**src/rtl/keypad_pkg.sv**
```systemverilog
// keypad_pkg: shared types, event encoding and row/column decode for the keypad event path
package keypad_pkg;
  localparam logic EVT_PRESS   = 1'b1;
  localparam logic EVT_RELEASE = 1'b0;
  typedef struct packed {
    logic       kind;
    logic [3:0] code;
  } evt_t;
  typedef struct packed {
    logic       valid;
    logic [3:0] code;
  } sample_t;
  typedef enum logic [1:0] {IDLE, DEB_PRESS, HELD, DEB_RELEASE} state_t;
  function automatic logic [2:0] onehot4_to_idx(input logic [3:0] v);
    return (v == 4'b0001) ? 3'b100 :
           (v == 4'b0010) ? 3'b101 :
           (v == 4'b0100) ? 3'b110 :
           (v == 4'b1000) ? 3'b111 : 3'b000;
  endfunction
endpackage

```
**src/rtl/keypad_evt_fifo.sv**
```systemverilog
// keypad_evt_fifo: small synchronous event FIFO with drop-on-full and sticky overflow flag
module keypad_evt_fifo #(
  parameter int DEPTH = 4,
  parameter int W = 5
) (
  input  logic         clk,
  input  logic         rst_n,
  input  logic         i_push,
  input  logic [W-1:0] i_data,
  input  logic         i_pop,
  input  logic         i_ovf_clr,
  output logic [W-1:0] o_data,
  output logic         o_empty,
  output logic         o_ovf
);
  localparam int AW = $clog2(DEPTH);
  logic [AW-1:0] r_wr;
  logic [AW-1:0] r_rd;
  logic [AW:0]   r_cnt;
  logic          r_ovf;
  logic [W-1:0]  r_mem [DEPTH];
  logic          w_full;
  logic          w_pop;
  logic          w_push;
  logic          w_drop;
  assign w_full  = r_cnt == (AW+1)'(DEPTH);
  assign o_empty = r_cnt == '0;
  assign w_pop   = i_pop & ~o_empty;
  assign w_push  = i_push & (~w_full | w_pop);
  assign w_drop  = i_push & w_full & ~w_pop;
  assign o_data  = o_empty ? '0 : r_mem[r_rd];
  assign o_ovf   = r_ovf;
  // pointers, occupancy and overflow; a drop in the same cycle as a clear keeps the flag set
  always_ff @(posedge clk or negedge rst_n) begin
    if (!rst_n) begin
      r_wr  <= '0;
      r_rd  <= '0;
      r_cnt <= '0;
      r_ovf <= 1'b0;
    end else begin
      r_wr  <= w_push ? r_wr + 1'b1 : r_wr;
      r_rd  <= w_pop ? r_rd + 1'b1 : r_rd;
      r_cnt <= r_cnt + (AW+1)'(w_push) - (AW+1)'(w_pop);
      r_ovf <= w_drop | (r_ovf & ~i_ovf_clr);
    end
  end
  // storage array, written only on an accepted push
  always_ff @(posedge clk) begin
    if (w_push) r_mem[r_wr] <= i_data;
  end
endmodule

```
**src/rtl/keypad_event_ctrl.sv**
```systemverilog
// keypad_event_ctrl: debounces scanner key outputs and queues press/release events
module keypad_event_ctrl
  import keypad_pkg::*;
#(
  parameter int DEBOUNCE_CYCLES = 256,
  parameter int FIFO_DEPTH = 4,
  parameter bit REPORT_RELEASE = 1'b1
) (
  input  logic       clk,
  input  logic       rst_n,
  input  logic [3:0] row_pressed,
  input  logic [3:0] col_pressed,
  output logic       evt_valid,
  input  logic       evt_ready,
  output logic [4:0] evt_data,
  output logic       key_held,
  output logic       ovf,
  input  logic       ovf_clr
);
  localparam logic [15:0] CNT_MAX = 16'(DEBOUNCE_CYCLES - 1);
  logic [2:0] w_row;
  logic [2:0] w_col;
  sample_t    w_dec;
  sample_t    w_cand_s;
  sample_t    w_held_s;
  logic       w_stable;
  logic       w_press_done;
  logic       w_release_done;
  logic       w_push;
  logic       w_empty;
  evt_t       w_evt;
  sample_t    r_sample;
  logic [15:0] r_cnt;
  state_t     r_state;
  logic [3:0] r_cand;
  logic [3:0] r_held_code;
  logic       r_key_held;
  assign w_row          = onehot4_to_idx(row_pressed);
  assign w_col          = onehot4_to_idx(col_pressed);
  assign w_dec          = (w_row[2] & w_col[2]) ? sample_t'({1'b1, w_col[1:0], w_row[1:0]}) : '0;
  assign w_cand_s       = sample_t'({1'b1, r_cand});
  assign w_held_s       = sample_t'({1'b1, r_held_code});
  assign w_stable       = (r_cnt == CNT_MAX) && (w_dec == r_sample);
  assign w_press_done   = (r_state == DEB_PRESS) && (r_sample == w_cand_s) && w_stable;
  assign w_release_done = (r_state == DEB_RELEASE) && (r_sample != w_held_s) && w_stable;
  assign w_push         = w_press_done | (w_release_done & REPORT_RELEASE);
  assign w_evt          = w_press_done ? evt_t'({EVT_PRESS, r_cand}) : evt_t'({EVT_RELEASE, r_held_code});
  assign evt_valid      = ~w_empty;
  assign key_held       = r_key_held;
  // previous-cycle sample and run length of identical samples, saturating
  always_ff @(posedge clk or negedge rst_n) begin
    if (!rst_n) begin
      r_sample <= '0;
      r_cnt    <= '0;
    end else begin
      r_sample <= w_dec;
      r_cnt    <= (w_dec != r_sample) ? '0 : (r_cnt == CNT_MAX) ? r_cnt : r_cnt + 16'd1;
    end
  end
  // press/release debounce state machine with registered held indication
  always_ff @(posedge clk or negedge rst_n) begin
    if (!rst_n) begin
      r_state     <= IDLE;
      r_cand      <= '0;
      r_held_code <= '0;
      r_key_held  <= 1'b0;
    end else begin
      case (r_state)
        IDLE: begin
          if (r_sample.valid) begin
            r_state <= DEB_PRESS;
            r_cand  <= r_sample.code;
          end
        end
        DEB_PRESS: begin
          if (r_sample != w_cand_s) r_state <= IDLE;
          else if (w_stable) begin
            r_state     <= HELD;
            r_held_code <= r_cand;
            r_key_held  <= 1'b1;
          end
        end
        HELD: begin
          if (r_sample != w_held_s) r_state <= DEB_RELEASE;
        end
        DEB_RELEASE: begin
          if (r_sample == w_held_s) r_state <= HELD;
          else if (w_stable) begin
            r_state    <= IDLE;
            r_key_held <= 1'b0;
          end
        end
        default: r_state <= IDLE;
      endcase
    end
  end
  keypad_evt_fifo #(.DEPTH(FIFO_DEPTH), .W(5)) u_fifo (
    .clk       (clk),
    .rst_n     (rst_n),
    .i_push    (w_push),
    .i_data    (w_evt),
    .i_pop     (evt_ready),
    .i_ovf_clr (ovf_clr),
    .o_data    (evt_data),
    .o_empty   (w_empty),
    .o_ovf     (ovf)
  );
endmodule

```
**config.mk**
```make
export PLATFORM = sky130hd
export DESIGN_NAME = keypad_event_ctrl
export DESIGN_NICKNAME = d
export VERILOG_FILES = /design/src/rtl/keypad_pkg.sv /design/src/rtl/keypad_evt_fifo.sv /design/src/rtl/keypad_event_ctrl.sv
export SDC_FILE = /design/constraint.sdc
export NUM_CORES = 1
export LEC_CHECK = 0
export ABC_AREA = 1
export CORE_AREA = 2 2 117 119
export CTS_BUF_LIST = sky130_fd_sc_hd__clkbuf_8 sky130_fd_sc_hd__clkbuf_16
export CTS_CLUSTER_DIAMETER = 200
export DETAILED_ROUTE_END_ITERATION = 12
export DIE_AREA = 0 0 119 121
export DONT_BUFFER_PORTS = 1
export GPL_ROUTABILITY_DRIVEN = 0
export PLACE_DENSITY_LB_ADDON = 0.1
export SLEW_MARGIN = 5
export SYNTH_ARGS = -nofsm -noshare
export SYNTH_HDL_FRONTEND = slang
export SYNTH_HIERARCHICAL = 1
export SYNTH_SLANG_ARGS = --single-unit
```
**constraint.sdc**
```tcl
create_clock -name clk -period 2.9 [get_ports clk]
set_input_delay 0.29 -clock clk [delete_from_list [all_inputs] [get_ports clk]]
set_output_delay 0.29 -clock clk [all_outputs]
set_load 0.02 [all_outputs]
```
Word level (Yosys, flattened, before mapping). Memories as Yosys holds them, arrays and structs flattened. Cells that the tools add are included.

Muxes and demuxes: 27. Bitwise operators: 14. Eq/ne operators: 28. Reductions and logical operators: 12. Add/subtract/negate cells: 5.

Operator list (count): $mux W16 (2); $mux W3 (8); $add A16 B1 Y16 const B (1); $eq A16 B8 Y1 const B (1); $eq A5 B5 Y1 (3); $mux W5 (3); $ne A5 B5 Y1 (3); $ne A2 B2 Y1 const B (7); $mux W2 (6); $eq A4 B1 Y1 const B (2); $eq A4 B2 Y1 const B (2); $eq A4 B3 Y1 const B (2); $eq A4 B4 Y1 const B (2); $pmux W2 S4 (1); $and A1 B1 Y1 (6); $mux W1 (6); $ne A3 B2 Y1 const B (2); $logic_and A1 B1 Y1 (5); $not A1 Y1 (5); $reduce_and A5 Y1 (1); $add A2 B1 Y2 const B (2); $eq A2 B2 Y1 const B (2); $reduce_and A4 Y1 (1); $add A3 B1 Y3 (1); other kinds (10) (12).

Bits in registers: 40. Memories: 1. Logic and storage cells: 98. Input port bits: 12. Memory bits (writable): 20. Output and inout bits: 8.

Memories: u_fifo.r_mem (depth 4, width 5, rd ports 1, clocked after Yosys merged registers in 0, write ports 1, line keypad_evt_fifo.sv:21) `logic [W-1:0] r_mem [DEPTH];`.

Longest topological paths before layout. Gate-level depths: netlist of run 1.

Depth in word-level cells: 14. Gate-level depth with buffers: 17.

Modules after synthesis. Netlist of run 1, hierarchy kept.

By module, submodules not included: keypad_event_ctrl (area each 1905.6 µm², instances 1, cells an instance 252, sequential area each 800.8 µm²); keypad_evt_fifo (area each 1331.3 µm², instances 1, cells an instance 138, sequential area each 800.8 µm²).

Worst setup path before layout of run 1. Ideal clock, no wire load.

Path type: register to register. From: register r_cnt[0] (netlist name). To: register u_fifo.r_cnt[1]. Cell stages (with the launch flop): 14. Path slack: 549 ps. Library setup time: 135 ps. Arrival: 2215 ps. Required time: 2765 ps. Cells stage by stage: dfrtp_1 > ha_1 > nand3_1 > nor2_2 > nand2_2 > nor2_2 > nand2_1 > inv_1 > nand3_1 > inv_1 > nand2_2 > inv_1 > ha_1 > fa_1.

RTL lines: end signal: assignment (line keypad_evt_fifo.sv:43) `r_cnt <= r_cnt + (AW+1)'(w_push) - (AW+1)'(w_pop);`; end: declaration (line keypad_evt_fifo.sv:19) `logic [AW:0] r_cnt;`.

==> metrics.md, run 1 <==
| Metric | Value |
|---|---|
| Crit path DAT | `2.78 ns` |
| ANT cells | `0` |
| Hold Path Class | `input pin to register` |
| Die Footprint | `14400 um^2` |
| Hold WS | `0.0655 ns` |
| Yosys top cell by area | `dfrtp_1` |
| Cells after synthesis | `390` |
| Syn Area/Cell | `8.30 um^2` |
| IO Port Bufs | `0` |
| Setup Skew | `0.00773 ns` |
| Die width | `119 um` |
| Crit Path Category | `register to register` |
| Mapped Nets | `410` |
| Total power | `0.00274 W` |
| Num rows | `42` |
| Critical Path Source Type | `register` |
| Count leader, synth | `nand2_1` |
| Post-layout util | `29.0%` |
| Worst skew pair latency | `0.32 ns` |
| Worst Tran Pin Value | `0.466 ns` |
| Cell depth of the worst flop-to-flop path | `13` |
| Initial Utilization | `24.7%` |
| First-pass GRT wire length | `11.0 mm` |
| RSZ-0062 raised after global routing | `no` |
| CTS Sinks | `60` |
| ANT nets after route | `0` |
| Multi-input gate area | `1280 um^2` |
| Net Sw Frac | `31.0%` |
| Slew HR | `69.1%` |
| Dpl hpwl | `4.73 mm` |
| Final wirelength | `6.47 mm` |
| CP Capture Type | `register` |
| Top area cells in the synthesized netlist | `dfrtp_1, edfxtp_1, nand2_1` |
| Die height | `121 um` |
| Layout cell share with drive strength beyond 1 | `11.1%` |
| Setup TNS | `0 ns` |
| Final Hold Viols | `0` |
| Worst-path clk slew | `0.06 ns` |
| Post_cts resized | `0` |
| Mapped Area | `3240 um^2` |
| Total track usage | `9.82%` |
| Share of power burned in registers | `38.5%` |
| Initial antenna violation count | `0` |
| First-pass DRT Iterations | `4` |
| CTS max path bufs | `2` |
| Worst setup margin | `0.318 ns` |
| Global route total overflow | `0` |
| DR WL/cell | `11.1 um` |
| Post-layout min period | `2.58 ns` |
| Syn. warnings | `6` |
| Core box area | `13100 um^2` |
| Via density | `3.99` |
| Switch Pwr | `0.000848 W` |
| Worst Path Required | `3.09 ns` |
| I/O Pins | `20` |
| Root buf cell | `clkbuf_16` |
| Leak | `1.84 nW` |
| Sequential cell area | `1600 um^2` |
| Vias in the first global route | `2206` |
| Fillers | `1394` |
| Distinct cells, synth | `33` |
| Max Cap Violations | `0` |
| Final Setup Violations | `0` |
| Primary FF master, synth | `dfrtp_1` |
| Count of pins over their slew limit | `0` |
| Outcome | `completed` |
| Logic gate share of total power | `19.5%` |
| Sequential area share after synthesis | `49.5%` |
| Fmax | `387 MHz` |
| Crit-path max FO | `7` |
| CTS Buf Count | `9` |
| Number of H-tree levels | `3` |
| TritonCTS clock tree | `yes` |
| Pint | `0.00189 W` |
| Pwr dens | `721 nW/um^2` |
| EDFF count, synth | `20` |
| Post-route clock period utilization | `89.0%` |
| Setup Slack @ Placement | `0.308 ns` |
| Worst vdd ir | `255 uV` |
| Fin nets | `420` |
| Largest net degree at the start of global routing | `41` |
| Synth-to-Final Area Change | `17.3%` |
| Clock power share | `42.1%` |
| Post-route DRC | `0` |
| Worst Hold Path Cells | `1` |
| Post-synthesis register bit count | `60` |
| Vias | `2317` |
| DR iter-0 viols | `90` |
| Synth cell count leaders | `nand2_1, inv_1, dfrtp_1` |
| Top-area cell type share of the netlist area | `30.9%` |
| Ys async rst share | `66.7%` |
==> power groups by stage <==
stage          Sequential, W  Clock (W)  Combinational, W
2_1_floorplan        0.00102          0          0.000497
3_3_place_gp         0.00107          0          0.000526
3_5_place_dp         0.00107          0          0.000525
4_1_cts              0.00105    0.00119          0.000545
5_1_grt              0.00107    0.00123          0.000616
6_report             0.00105    0.00115          0.000532
==> path summary, 6_finish.rpt <==
| check | from | to | slack (ns) |
|---|---|---|---|
| max in group asynchronous | rst_n | r_cnt[11] | 2.20 |
| min in group asynchronous | rst_n | u_fifo/r_rd[1] | 0.47 |
| max | r_cnt[0] | u_fifo/r_cnt[1] | 0.32 |
| min reg2reg | r_held_code[1] | r_held_code[1] | 0.54 |
| max reg2reg | r_cnt[0] | u_fifo/r_cnt[1] | 0.32 |
| min | ovf_clr | u_fifo/o_ovf | 0.07 |
==> kinds of logic after synthesis <==
family	synth area share, %
and+or+nand+nor	27.4
buffers and inverters	10.9
DFF	49.5
AOI/OAI and AO/OA	5.91
adders and majority gates	3.32
xor gates and xnor gates	2.98
==> cell type report <==
class	instances	share of cell area, %
inverters	85	8.44
repair buffers	3	1.19
multi-input cells	241	33.8
clock buffers	9	5.93
flip-flops and latches	60	42.2
well taps	176	5.80
clock inverters	7	2.67
==> cell usage in the layout, fill, tap and decap left out, types with 2 or more instances in the layout <==
master / synthesis / routed
nand3_1: 35 / 35
clkinv_4: 0 / 3
nor2_2: 6 / 6
edfxtp_1: 20 / 20
ha_1: 7 / 7
nor3_1: 8 / 8
xnor2_1: 5 / 5
bufinv_16: 0 / 2
o22ai_1: 2 / 2
dfrtp_1: 40 / 40
a211oi_1: 4 / 4
clkinvlp_4: 0 / 2
clkbuf_16: 0 / 9
a21oi_1: 10 / 10
o21ai_1: 4 / 4
xor2_1: 6 / 6
nand3_2: 3 / 3
nor3_2: 3 / 3
o21ai_0: 10 / 10
nand2_2: 6 / 6
inv_1: 81 / 81
nand4_1: 5 / 5
nor2_1: 24 / 24
inv_2: 3 / 3
nand2_1: 94 / 94
==> worst max-delay path, stage by stage (launching register included) <==
cell and delay, ns:
dfrtp_1 0.42, ha_1 0.21, nand3_1 0.14, nor2_2 0.17
nand2_2 0.11, nor2_2 0.11, nand2_1 0.14, inv_1 0.10
nand3_1 0.11, inv_1 0.14, nand2_2 0.13, inv_1 0.09
ha_1 0.17, fa_1 0.41
==> timing repair <==
action | CTS | global route
endpoints found under the hold margin | 40 | 0
hold buffers | 2 | 0
setup buffers | 0 | 0
==> per-layer routing <==
metal,track usage (%),wire (um),vias to the layer above
li1,-,-,1244
met1,13.4,3260,1034
met2,14.8,2910,34
met3,2.77,207,5
met4,3.57,89,0
met5,0,0,-
==> stage by stage <==
step	cells	cell area, um^2
2_1_floorplan	390	3240
3_3_place_gp	563	3430
3_5_place_dp	563	3430
4_1_cts	581	3800
5_1_grt	581	3800
6_report	581	3800
==> registers in the layout, summed over array words and instances (netlist names) <==
signal and flops:
r_sample 5, u_fifo/r_mem 20, u_fifo/r_cnt 3, r_held_code 4, u_fifo/r_wr 2, key_held 1, r_cnt 16, u_fifo/o_ovf 1
u_fifo/r_rd 2, r_cand 4, r_state 2
No activity file was read; power rests on OpenSTA's default activity.
==> inputs of run 2 (changes only) <==
CAP_MARGIN = 25   (was not set)
HOLD_SLACK_MARGIN = 0.15   (was not set)
==> run 2 against run 1 <==
  * Non-clock buffer count up 1
  * Die area unchanged
  * Cell count up 0.17%
  * Maximum frequency about the same
  * Critical path type unchanged
  * Largest power group unchanged
  * Design area up 0.26%
  * Global-route usage about the same
  * Sequential share of layout area down 0.11 points
  * Via count up 0.22%
  * Critical path depth unchanged
  * Utilization up 0.077 points
  * Clock skew unchanged
==> metrics.md, run 2 (synthesis results as in run 1) <==
| Metric | Value |
|---|---|
| Outcome | `completed` |
| First-pass DRT Iterations | `4 (unchanged)` |
| Dpl hpwl | `4.73 mm (unchanged)` |
| Crit path DAT | `2.78 ns (about the same)` |
| Setup Skew | `0.00773 ns (unchanged)` |
| Global route total overflow | `0 (unchanged)` |
| Count of pins over their slew limit | `0 (unchanged)` |
| Vias | `2322 (+0.22%)` |
| Worst setup margin | `0.318 ns (-0.000768 ns)` |
| CTS Buf Count | `9 (unchanged)` |
| DR iter-0 viols | `97 (+7.8%)` |
| Post-route DRC | `0 (unchanged)` |
| Die height | `121 um (unchanged)` |
| Final Hold Viols | `0 (unchanged)` |
| Crit-path max FO | `7 (unchanged)` |
| Top reg by flops | `u_fifo/r_mem` |
| Hold path endpoint | `u_fifo/r_rd[1]` |
| Total track usage | `9.83% (+0.010 points)` |
| Crit Path Category | `register to register` |
| R2r endpoint | `u_fifo/r_cnt[1]` |
| IO Port Bufs | `0 (unchanged)` |
| CTS max path bufs | `2 (unchanged)` |
| Fmax | `387 MHz (about the same)` |
| Final wirelength | `6.47 mm (about the same)` |
| CTS Sinks | `60 (unchanged)` |
| CP Capture Type | `register` |
| Hold Path Class | `input pin to register` |
| Core box area | `13100 um^2 (unchanged)` |
| Cell depth of the worst flop-to-flop path | `13 (unchanged)` |
| Hold_sp | `evt_ready` |
| Root buf cell | `clkbuf_16` |
| FF-to-FF setup slack | `0.32 ns (about the same)` |
| ANT cells | `0 (unchanged)` |
| Largest net degree at the start of global routing | `41 (unchanged)` |
| Hold WS | `0.194 ns (+0.129 ns)` |
| Worst vdd ir | `255 uV (unchanged)` |
| Max Cap Violations | `0 (unchanged)` |
| Max reg flops | `20 (unchanged)` |
| Most frequent cells in the layout | `nand2_1, inv_1, dfrtp_1` |
| Slew HR | `69.1% (unchanged)` |
| Number of H-tree levels | `3 (unchanged)` |
| Worst-path clk slew | `0.06 ns (about the same)` |
| Die width | `119 um (unchanged)` |
| Post-layout util | `29.1% (+0.077 points)` |
| Post-DP Area | `3430 um^2 (unchanged)` |
| RSZ-0062 raised after global routing | `no` |
| Pwr dens | `719 nW/um^2 (-0.24%)` |
| Leak | `1.85 nW (+0.23%)` |
| Crit path from | `r_cnt[0]` |
| Initial Utilization | `24.7% (unchanged)` |
| Initial antenna violation count | `0 (unchanged)` |
| Synth-to-Final Area Change | `17.6%` |
| ANT nets after route | `0 (unchanged)` |
| Post-layout min period | `2.58 ns (+0.000768 ns)` |
| Worst skew pair latency | `0.32 ns (about the same)` |
| Layout cell share with drive strength beyond 1 | `11.1% (-0.027 points)` |
| I/O Pins | `20 (unchanged)` |
| Setup TNS | `0 ns (unchanged)` |
| Via density | `3.99 (about the same)` |
| Post-route clock period utilization | `89.0% (about the same)` |
| TritonCTS clock tree | `yes` |
| Setup Slack @ Placement | `0.308 ns (unchanged)` |
| Die Footprint | `14400 um^2 (unchanged)` |
| Fin nets | `421 (+0.24%)` |
| Num rows | `42 (unchanged)` |
| Vias in the first global route | `2209 (+0.14%)` |
| Post-route cell area | `3810 um^2 (+0.26%)` |
| Worst Hold Path Cells | `2 (+1)` |
| Critical Path Source Type | `register` |
| Commonest non-fill, non-tap cell in the layout | `nand2_1` |
| Largest regs | `u_fifo/r_mem x20, r_cnt x16, r_sample x5` |
| Worst Tran Pin Value | `0.466 ns (unchanged)` |
| DR WL/cell | `11.1 um (-0.16%)` |
| Final Setup Violations | `0 (unchanged)` |
| Worst Path Required | `3.09 ns (about the same)` |
| First-pass GRT wire length | `11.0 mm (+0.12%)` |
| Reg2Reg Launch Point | `r_cnt[0]` |
## run 2: cell count changes in the layout (fill, tap and decap cells not counted), sizes merged
cell / change
dlygate4sd3: +1
## run 2: final cells by class
cell class                 instances  area (um^2)
timing repair buffer               4         55.1
inverter                          85          320
sequential                        60         1600
clock inverter                     7          101
clock buffer                       9          225
fill                            1393         9280
multi-input combinational        241         1280
tap                              176          220
## run 2: layer usage
layer / up-vias / wire (um) / global-route usage (%)
met5: - / 0 / 0
met4: 0 / 89 / 3.57
met3: 5 / 207 / 2.77
met2: 34 / 2910 / 14.8
met1: 1037 / 3270 / 13.4
li1: 1246 / - / -
## run 2: power breakdown
group          switching, W  internal, W
combinational      0.000354     0.000180
sequential        0.0000996     0.000953
clock              0.000394     0.000756
## run 2: worst max-delay path by stage
| stage | slack [ns] | end |
|---|---|---|
| after global routing | 0.04 | u_fifo/r_cnt[1] |
| final | 0.32 | u_fifo/r_cnt[1] |
| after floorplan | 0.55 | u_fifo/r_cnt[1] |
| after global placement | 0.41 | u_fifo/r_cnt[1] |
| after detailed placement | 0.31 | u_fifo/r_cnt[1] |
| after CTS | 0.30 | u_fifo/r_cnt[1] |
## run 2: through the flow
step | total power [W] | instances
floorplan | 0.00152 | 390
global placement | 0.00160 | 563
detailed placement | 0.00160 | 563
CTS | 0.00279 | 582
global route | 0.00292 | 582
finish | 0.00274 | 582
## run 2: worst max-delay path, cell delays in order, from the launching register on
cell,delay [ns]
dfrtp_1,0.42
ha_1,0.21
nand3_1,0.14
nor2_2,0.17
nand2_2,0.11
nor2_2,0.11
nand2_1,0.14
inv_1,0.10
nand3_1,0.11
inv_1,0.14
nand2_2,0.13
inv_1,0.09
ha_1,0.17
fa_1,0.41
## run 2: what timing repair did
item,in CTS,in global routing
hold endpoints to repair,41,0
hold buffers,3,0
gates resized for setup,0,0
buffers inserted,0,0
